[config.mk]
export PLATFORM = sky130hd
export DESIGN_NAME = ifetch
export DESIGN_NICKNAME = d
export VERILOG_FILES = /design/src/rtl/ifetch.sv
export SDC_FILE = /design/constraint.sdc
export NUM_CORES = 1
export LEC_CHECK = 0
export BUFFER_PORTS_ARGS = -buffer_cell sky130_fd_sc_hd__buf_2
export CORE_ASPECT_RATIO = 1.5
export CORE_MARGIN = 2
export CORE_UTILIZATION = 54
export CTS_CLUSTER_SIZE = 10
export DETAILED_ROUTE_END_ITERATION = 16
export GPL_TIMING_DRIVEN = 0
export HOLD_SLACK_MARGIN = 0.1
export PLACE_DENSITY = 0.77
export SLEW_MARGIN = 20
export SYNTH_ARGS = -nofsm -noshare
export SYNTH_HDL_FRONTEND = slang
export SYNTH_SLANG_ARGS = --single-unit
[constraint.sdc]
create_clock -name clk -period 3.9 [get_ports clk]
set_clock_uncertainty 0.05 [all_clocks]
set_input_delay 0.78 -clock clk [delete_from_list [all_inputs] [get_ports clk]]
set_output_delay 0.78 -clock clk [all_outputs]
set_load 0.005 [all_outputs]
[src/rtl/ifetch.sv]
// ifetch: fetch stage issuing one imem read per cycle, queueing {pc, instr} for decode; IFETCH_BYPASS_EN enables same-cycle response bypass
module ifetch #(
  parameter int DEPTH = 2
) (
  input  logic        clk,
  input  logic        rst,
  input  logic [31:0] pc,
  output logic        pc_adv,
  input  logic        flush,
  output logic        imem_req_valid,
  output logic [31:0] imem_req_addr,
  input  logic        imem_req_ready,
  input  logic        imem_rsp_valid,
  input  logic [31:0] imem_rsp_data,
  output logic        id_valid,
  output logic [31:0] id_instr,
  output logic [31:0] id_pc,
  input  logic        id_ready
);
  localparam int AW = $clog2(DEPTH);
  logic [31:0] af_mem [DEPTH];
  logic [31:0] q_pc [DEPTH];
  logic [31:0] q_instr [DEPTH];
  logic [AW-1:0] af_wr, af_rd, q_wr, q_rd;
  logic [AW:0] outstanding, drop, q_count;
  logic [AW+1:0] used;
  logic [31:0] last_pc, last_instr;
  logic fire, keep, byp, q_empty, q_pop, q_push;
  assign q_empty = q_count == '0;
  assign keep = imem_rsp_valid && drop == '0 && !flush;
`ifdef IFETCH_BYPASS_EN
  assign byp = q_empty && keep;
`else
  assign byp = 1'b0;
`endif
  assign id_valid = !q_empty || byp;
  assign id_pc = !q_empty ? q_pc[q_rd] : byp ? af_mem[af_rd] : last_pc;
  assign id_instr = !q_empty ? q_instr[q_rd] : byp ? imem_rsp_data : last_instr;
  assign q_pop = id_ready && !q_empty;
  assign q_push = keep && !(byp && id_ready);
  // A decode pop frees its slot in the same cycle, so the credit counts the queue after the pop
  assign used = {1'b0, outstanding} + {1'b0, q_count} - (AW+2)'(q_pop);
  assign imem_req_valid = !rst && !flush && used < (AW+2)'(DEPTH);
  assign fire = imem_req_valid && imem_req_ready;
  assign pc_adv = fire;
  assign imem_req_addr = pc;
  // Storage arrays need no reset: pointers and counts decide what is live
  always_ff @(posedge clk) begin
    if (fire) af_mem[af_wr] <= pc;
    if (q_push) begin
      q_pc[q_wr] <= af_mem[af_rd];
      q_instr[q_wr] <= imem_rsp_data;
    end
  end
  // Pointers, counters, and the held decode outputs; flush empties the queue and marks in-flight reads as dropped
  always_ff @(posedge clk or posedge rst) begin
    if (rst) begin
      af_wr <= '0;
      af_rd <= '0;
      q_wr <= '0;
      q_rd <= '0;
      q_count <= '0;
      outstanding <= '0;
      drop <= '0;
      last_pc <= '0;
      last_instr <= '0;
    end else begin
      af_wr <= af_wr + AW'(fire);
      af_rd <= af_rd + AW'(imem_rsp_valid);
      outstanding <= outstanding + (AW+1)'(fire) - (AW+1)'(imem_rsp_valid);
      drop <= flush ? outstanding - (AW+1)'(imem_rsp_valid) : drop - (AW+1)'(imem_rsp_valid && drop != '0);
      q_wr <= flush ? '0 : q_wr + AW'(q_push);
      q_rd <= flush ? '0 : q_rd + AW'(q_pop);
      q_count <= flush ? '0 : q_count + (AW+1)'(q_push) - (AW+1)'(q_pop);
      last_pc <= id_pc;
      last_instr <= id_instr;
    end
  end
endmodule

== Yosys cells after proc, flatten, opt, wreduce, memory -nomap -nowiden ==
Memories as Yosys holds them, arrays and structs flattened.
Cells that the tools add are included.
Widths: inputs -> output; s select.
Cells by class
  $add $sub $neg: 12
  multiply operators: 0
  divide/modulo/power cells: 0
  magnitude comparators: 1
  equal/unequal tests: 0
  shift-type cells: 0
  multiplexer cells: 10
  bitwise operators: 0
  reduce and logical (&&, ||, !) cells: 13
Operators by type and width (count)
  $mux 32: 2
  $sub 2x1->2: 4
  $logic_and 1x1->1: 7
  $mux 1: 6
  $add 1x1->1: 4
  $add 2x1->2: 2
  $logic_not 2->1: 2
  $mux 2: 2
  $add 2x2->3: 1
  $logic_not 1->1: 3
  $lt 3x2->1 const B: 1
  $sub 3x1->3: 1
  $reduce_bool 2->1: 1
Storage, ports and cells
  register bits after elaboration: 74
  bits in latches: 0
  memory bits (writable): 192
  bits in read-only memories: 0
  input bits: 70
  output and inout port bits: 99
  word-level logic and storage cells: 48
  memories kept: 3
Memory list
  af_mem: depth 2, bits a word 32, rd ports 1, clocked after Yosys merged registers in 0, wr ports 1, line 21  | logic [31:0] af_mem [DEPTH];
  q_instr: depth 2, bits a word 32, rd ports 1, clocked after Yosys merged registers in 0, wr ports 1, line 23  | logic [31:0] q_instr [DEPTH];
  q_pc: depth 2, bits a word 32, rd ports 1, clocked after Yosys merged registers in 0, wr ports 1, line 22  | logic [31:0] q_pc [DEPTH];

== Logic depth before layout (Yosys ltp) ==
  depth after elaboration: 9
  gate-level depth with buffers: 10
  mapped depth without buffers: 10

== Least setup slack after synthesis ==
Ideal clock, no wire load.
  kind: in2reg
  start point: input id_ready
  end point: memory af_mem[0][0], enable pin
  arrival: 3059 ps
  path slack: 399 ps
  stages: 9
  buffers on the path: 0
  cell sequence: o21ai_0 -> inv_1 -> ha_1 -> inv_1 -> nand2_1 -> fa_1 -> nor3b_2 -> and3_2 -> ha_1
Between the ends
  word-level cells in the longest chain between the ends: 7
Ends and longest elaborated chain
  from (decl): line 18  | input logic id_ready
  $logic_and 1x1->1: line 39  | assign q_pop = id_ready && !q_empty;
  $sub 3x1->3: line 42  | assign used = {1'b0, outstanding} + {1'b0, q_count} - (AW+2)'(q_pop);
  $lt 3x2->1: line 43  | assign imem_req_valid = !rst && !flush && used < (AW+2)'(DEPTH);
  $logic_and 1x1->1: line 43
  $logic_and 1x1->1: line 44  | assign fire = imem_req_valid && imem_req_ready;
  via pc_adv: line 8  | output logic pc_adv,
  $mux 1: line 49  | if (fire) af_mem[af_wr] <= pc;
  $mux 1 (implied by the code): line 49
  to (decl): line 21
The timed path passes the listed nets, and every way through them passes these cells.

== Worst setup path after layout ==
  start point: register q_count[1]
  end point: output pc_adv
Between the ends
  word-level cells in the longest chain between the ends: 7
  elaborated cells between the ends (all ways): 8
  classes of those cells: 2 x add/sub; 1 x order compare; 5 x reduce/logical
Ends and longest elaborated chain
  from (decl): line 25  | logic [AW:0] outstanding, drop, q_count;
  from (signal assigned): line 74  | q_count <= flush ? '0 : q_count + (AW+1)'(q_push) - (AW+1)'(q_pop);
  branches (longest 3 deep; another with $add 2x2->3)
  $sub 3x1->3 *: line 42
  $lt 3x2->1 *: line 43
  $logic_and 1x1->1 *: line 43
  $logic_and 1x1->1 *: line 44
  to (decl): line 8
Every way passes the cells marked *.

==> flow_summary_export.csv <==
group,metric,value,unit
drt,ant_nets,0,
placement,gp_congestion,0.740,
cts,tritoncts,"done",
yosys,synth_area_leaders,"edfxtp_1 58%, dfrtp_1 18%, mux2i_1 6.5%",
yosys,synth-edff-count,192,
yosys,synthFlopType,"edfxtp_1",
worst_setup_path,crit_path_start_kind,"register",
grt,grt_max_degree,49,
worst_setup_path,crit_path_top_delay_cell,"fa_1",
floorplan,ioPinCount,169,
worst_hold_path,hold_class,"input port to asynchronous set/reset pin",
cts,numCtsBuffers,30,
final_layout,area_growth,21.9,%
yosys,synth.cells.most_frequent,"192 x edfxtp_1, 74 x dfrtp_1, 67 x nor2_1, 65 x mux2i_1, 64 x a21oi_1",
worst_setup_path,critPathRequiredTime,3.07,ns
yosys,syn_area_per_cell,16.9,µm²
yosys,ys_ff_latch,266,
worst_setup_path,rr_endpoint,"af_mem[0][9]",
placement,post_dp_cell_area,11300,µm²
sta,slew_viol_final,0,
grt,antenna_found_initial,0,
drt,firstDrtPassIters,4,
worst_setup_path,crit_chain,"o21ai_1 > inv_1 > ha_1 > inv_1 > nand2_1 > fa_1 > nor3b_2 > and3_2 > buf_2",
yosys,ys_seq_area_share,76.0,%
worst_setup_path,cp.buffers_inverters,3,
yosys,syn_nets,673,
grt,track_usage,19.2,%
cts,cts_max_level,1,
drt,viasPerCell,5.04,
worst_setup_path,crit_path_end_kind,"output port",
sta,hold_viol,0,
sta,worst_pin_slew,0.992,ns
sta,layout_setup_ws,0.274,ns
yosys,yosysMostFrequentCell,"edfxtp_1",
sta,fin_crit_sh,93.0,%
final_layout,nets,877,
floorplan,num_rows,61,
cts,post-cts-setup-buffers,0,
cts,root_buffer,"clkbuf_16",
sta,fmax,276,MHz
placement,port_buffers,167,
cts,cts.path.max_buffers,3,
cts,clkSinkCount,266,
pwr,total_power,9.37,mW
worst_setup_path,cp_max_fo,4,
final_layout,fin_area,12200,µm²
sta,period_needed,3.63,ns
sta,hold_ws,0.213,ns
final_layout,drive_above_1_share,36.7,%
flow_run,cap_violations,0,
status,outcome,"finished clean",
sta,setup_viol,0,
yosys,netlist_area,10000,µm²
pwr,power_leakage,4.65,nW
grt,gr-total-overflow,0,
cts,cts_hold_buf,0,
yosys,synth_top_cell_area_share,57.5,%
sta,timing.slew.headroom,33.0,%
cts,clk_pin_slew,0.06,ns
worst_setup_path,cp_common_cell,"inv_1",
floorplan,core_area,18400,µm²
worst_setup_path,crit_type,"register to output port",
cts,cts_resized,0,
sta,rsz0062_at_grt,"false",
drt,drtIter0Drc,197,
worst_setup_path,r2r_cells,10,
placement,dp_slack,0.270,ns
yosys,synth_warnings,0,
placement,hpwlAfterDp,12900,µm
yosys,synth_cells,594,
worst_setup_path,slowest_delay,0.49,ns
floorplan,chipWidth,115,µm
final_layout,antennaDiodeCount,0,
yosys,synth_top_cell_by_area,"edfxtp_1",
yosys,yosysUniqueCellTypes,24,
pwr,powerDensity,767,nW/µm²
drt,wl_per_cell,17.6,µm
pwr,peakVddDrop,437,µV
drt,wl,18900,µm
drt,drc_errors,0,
worst_setup_path,r2r_slack,0.70,ns
floorplan,start_util,54.5,%
worst_setup_path,reg2reg_from,"q_count[1]",
yosys,synth-async-reset-ratio,27.8,%
grt,grt_pass1_wl,29400,µm
grt,grt_pass1_vias,6040,
drt,dr_total_vias,5412,
floorplan,fp.dieH,171,µm
cts,worstSkewPairLatency,0.53,ns
worst_setup_path,crit_arrival,2.80,ns
worst_setup_path,cp_top_family,"adder cells",
floorplan,dieArea,19700,µm²
-- how the worst max path moves through the flow --
| stage | startpoint | to | slack, ns | depth (start not counted) |
|---|---|---|---|---|
| after global placement | flush | q_instr[1][4] | -0.50 | 3 |
| after detailed placement | id_ready | af_mem[0][20] | 0.27 | 11 |
| after CTS | q_count[1] | pc_adv | 0.11 | 9 |
| after floorplan | id_ready | af_mem[0][0] | 0.40 | 9 |
| final | q_count[1] | pc_adv | 0.27 | 9 |
| after global routing | q_count[1] | pc_adv | 0.08 | 9 |
-- layer usage --
layer	track usage [%]	share of wire (%)	vias to the layer above
met5	0	0	-
met4	6.65	1.9	0
met3	2.87	4.2	27
met2	38.3	57	143
met1	20.0	37	2703
li1	-	-	2539
-- placed cells by master, fill, tap and decap left out, drive strengths merged --
master  synthesis  final
inv            11     11
dfrtp          74     74
or2             1      1
buf            58    230
and3            1      1
nor3b           1      1
a21oi          64     64
fa              1      1
mux2           32     32
xor2            5      5
nor2           67     67
and2            2      2
o21ai           2      2
clkbuf          0     55
nand4b          1      1
nor2b           1      1
xnor2           4      4
nor4b           1      1
edfxtp        192    192
nand2           2      2
o21a            1      1
clkinv          0      1
ha              8      8
mux2i          65     65
-- logic make-up (layout without fill, tap and decap cells) --
family	after synthesis	in the layout	synth area share, %
DFF	266	266	76.0
muxes	97	97	10.1
and+or+nand+nor	77	77	3.23
buffers and inverters	69	297	5.32
AOI/OAI and AO/OA	67	67	3.37
adders and majority gates	9	9	1.20
xor gates and xnor gates	9	9	0.786
-- power breakdown --
group / internal, mW / switching [mW] / total (mW) / leakage, nW
clock: 1.48 / 0.989 / 2.46 / 0.414
sequential: 3.66 / 0.160 / 3.82 / 2.56
combinational: 1.36 / 1.72 / 3.09 / 1.67
total: 6.50 / 2.87 / 9.37 / 4.65
-- through the flow --
stage	util (%)	setup TNS [ns]	instances
finish	66.4	0	1074
global route	66.4	0	1074
CTS	66.4	0	1074
detailed placement	61.7	0	1018
global placement	60.7	-78.08	1013
floorplan	-	0	594
-- worst reg2reg max path, delay by kind of cell (launching register included) --
family	cells	cell delay [ns]
AO/OA/AOI/OAI	1	0.23
adder cells (fa/ha/maj)	3	1.23
AND/OR/NAND/NOR	3	0.58
buffers and inverters	3	0.37
flip-flops	1	0.43
-- area by class of cell --
class	instances	area [µm²]
sequential	266	7620
fill	1276	6180
multi-input combinational	259	1900
timing repair buffer	172	973
clock buffer	55	866
buffer	58	492
tap	252	315
inverter	11	43.8
clock inverter	1	5.00
-- sequential cells by signal, summed over array words and instances (netlist names) --
register,count
af_mem,64
q_instr,64
q_pc,64
last_instr,32
last_pc,32
drop,2
outstanding,2
q_count,2
af_rd,1
af_wr,1
q_rd,1
q_wr,1
Note: power is estimated with default switching activity, not from simulation.
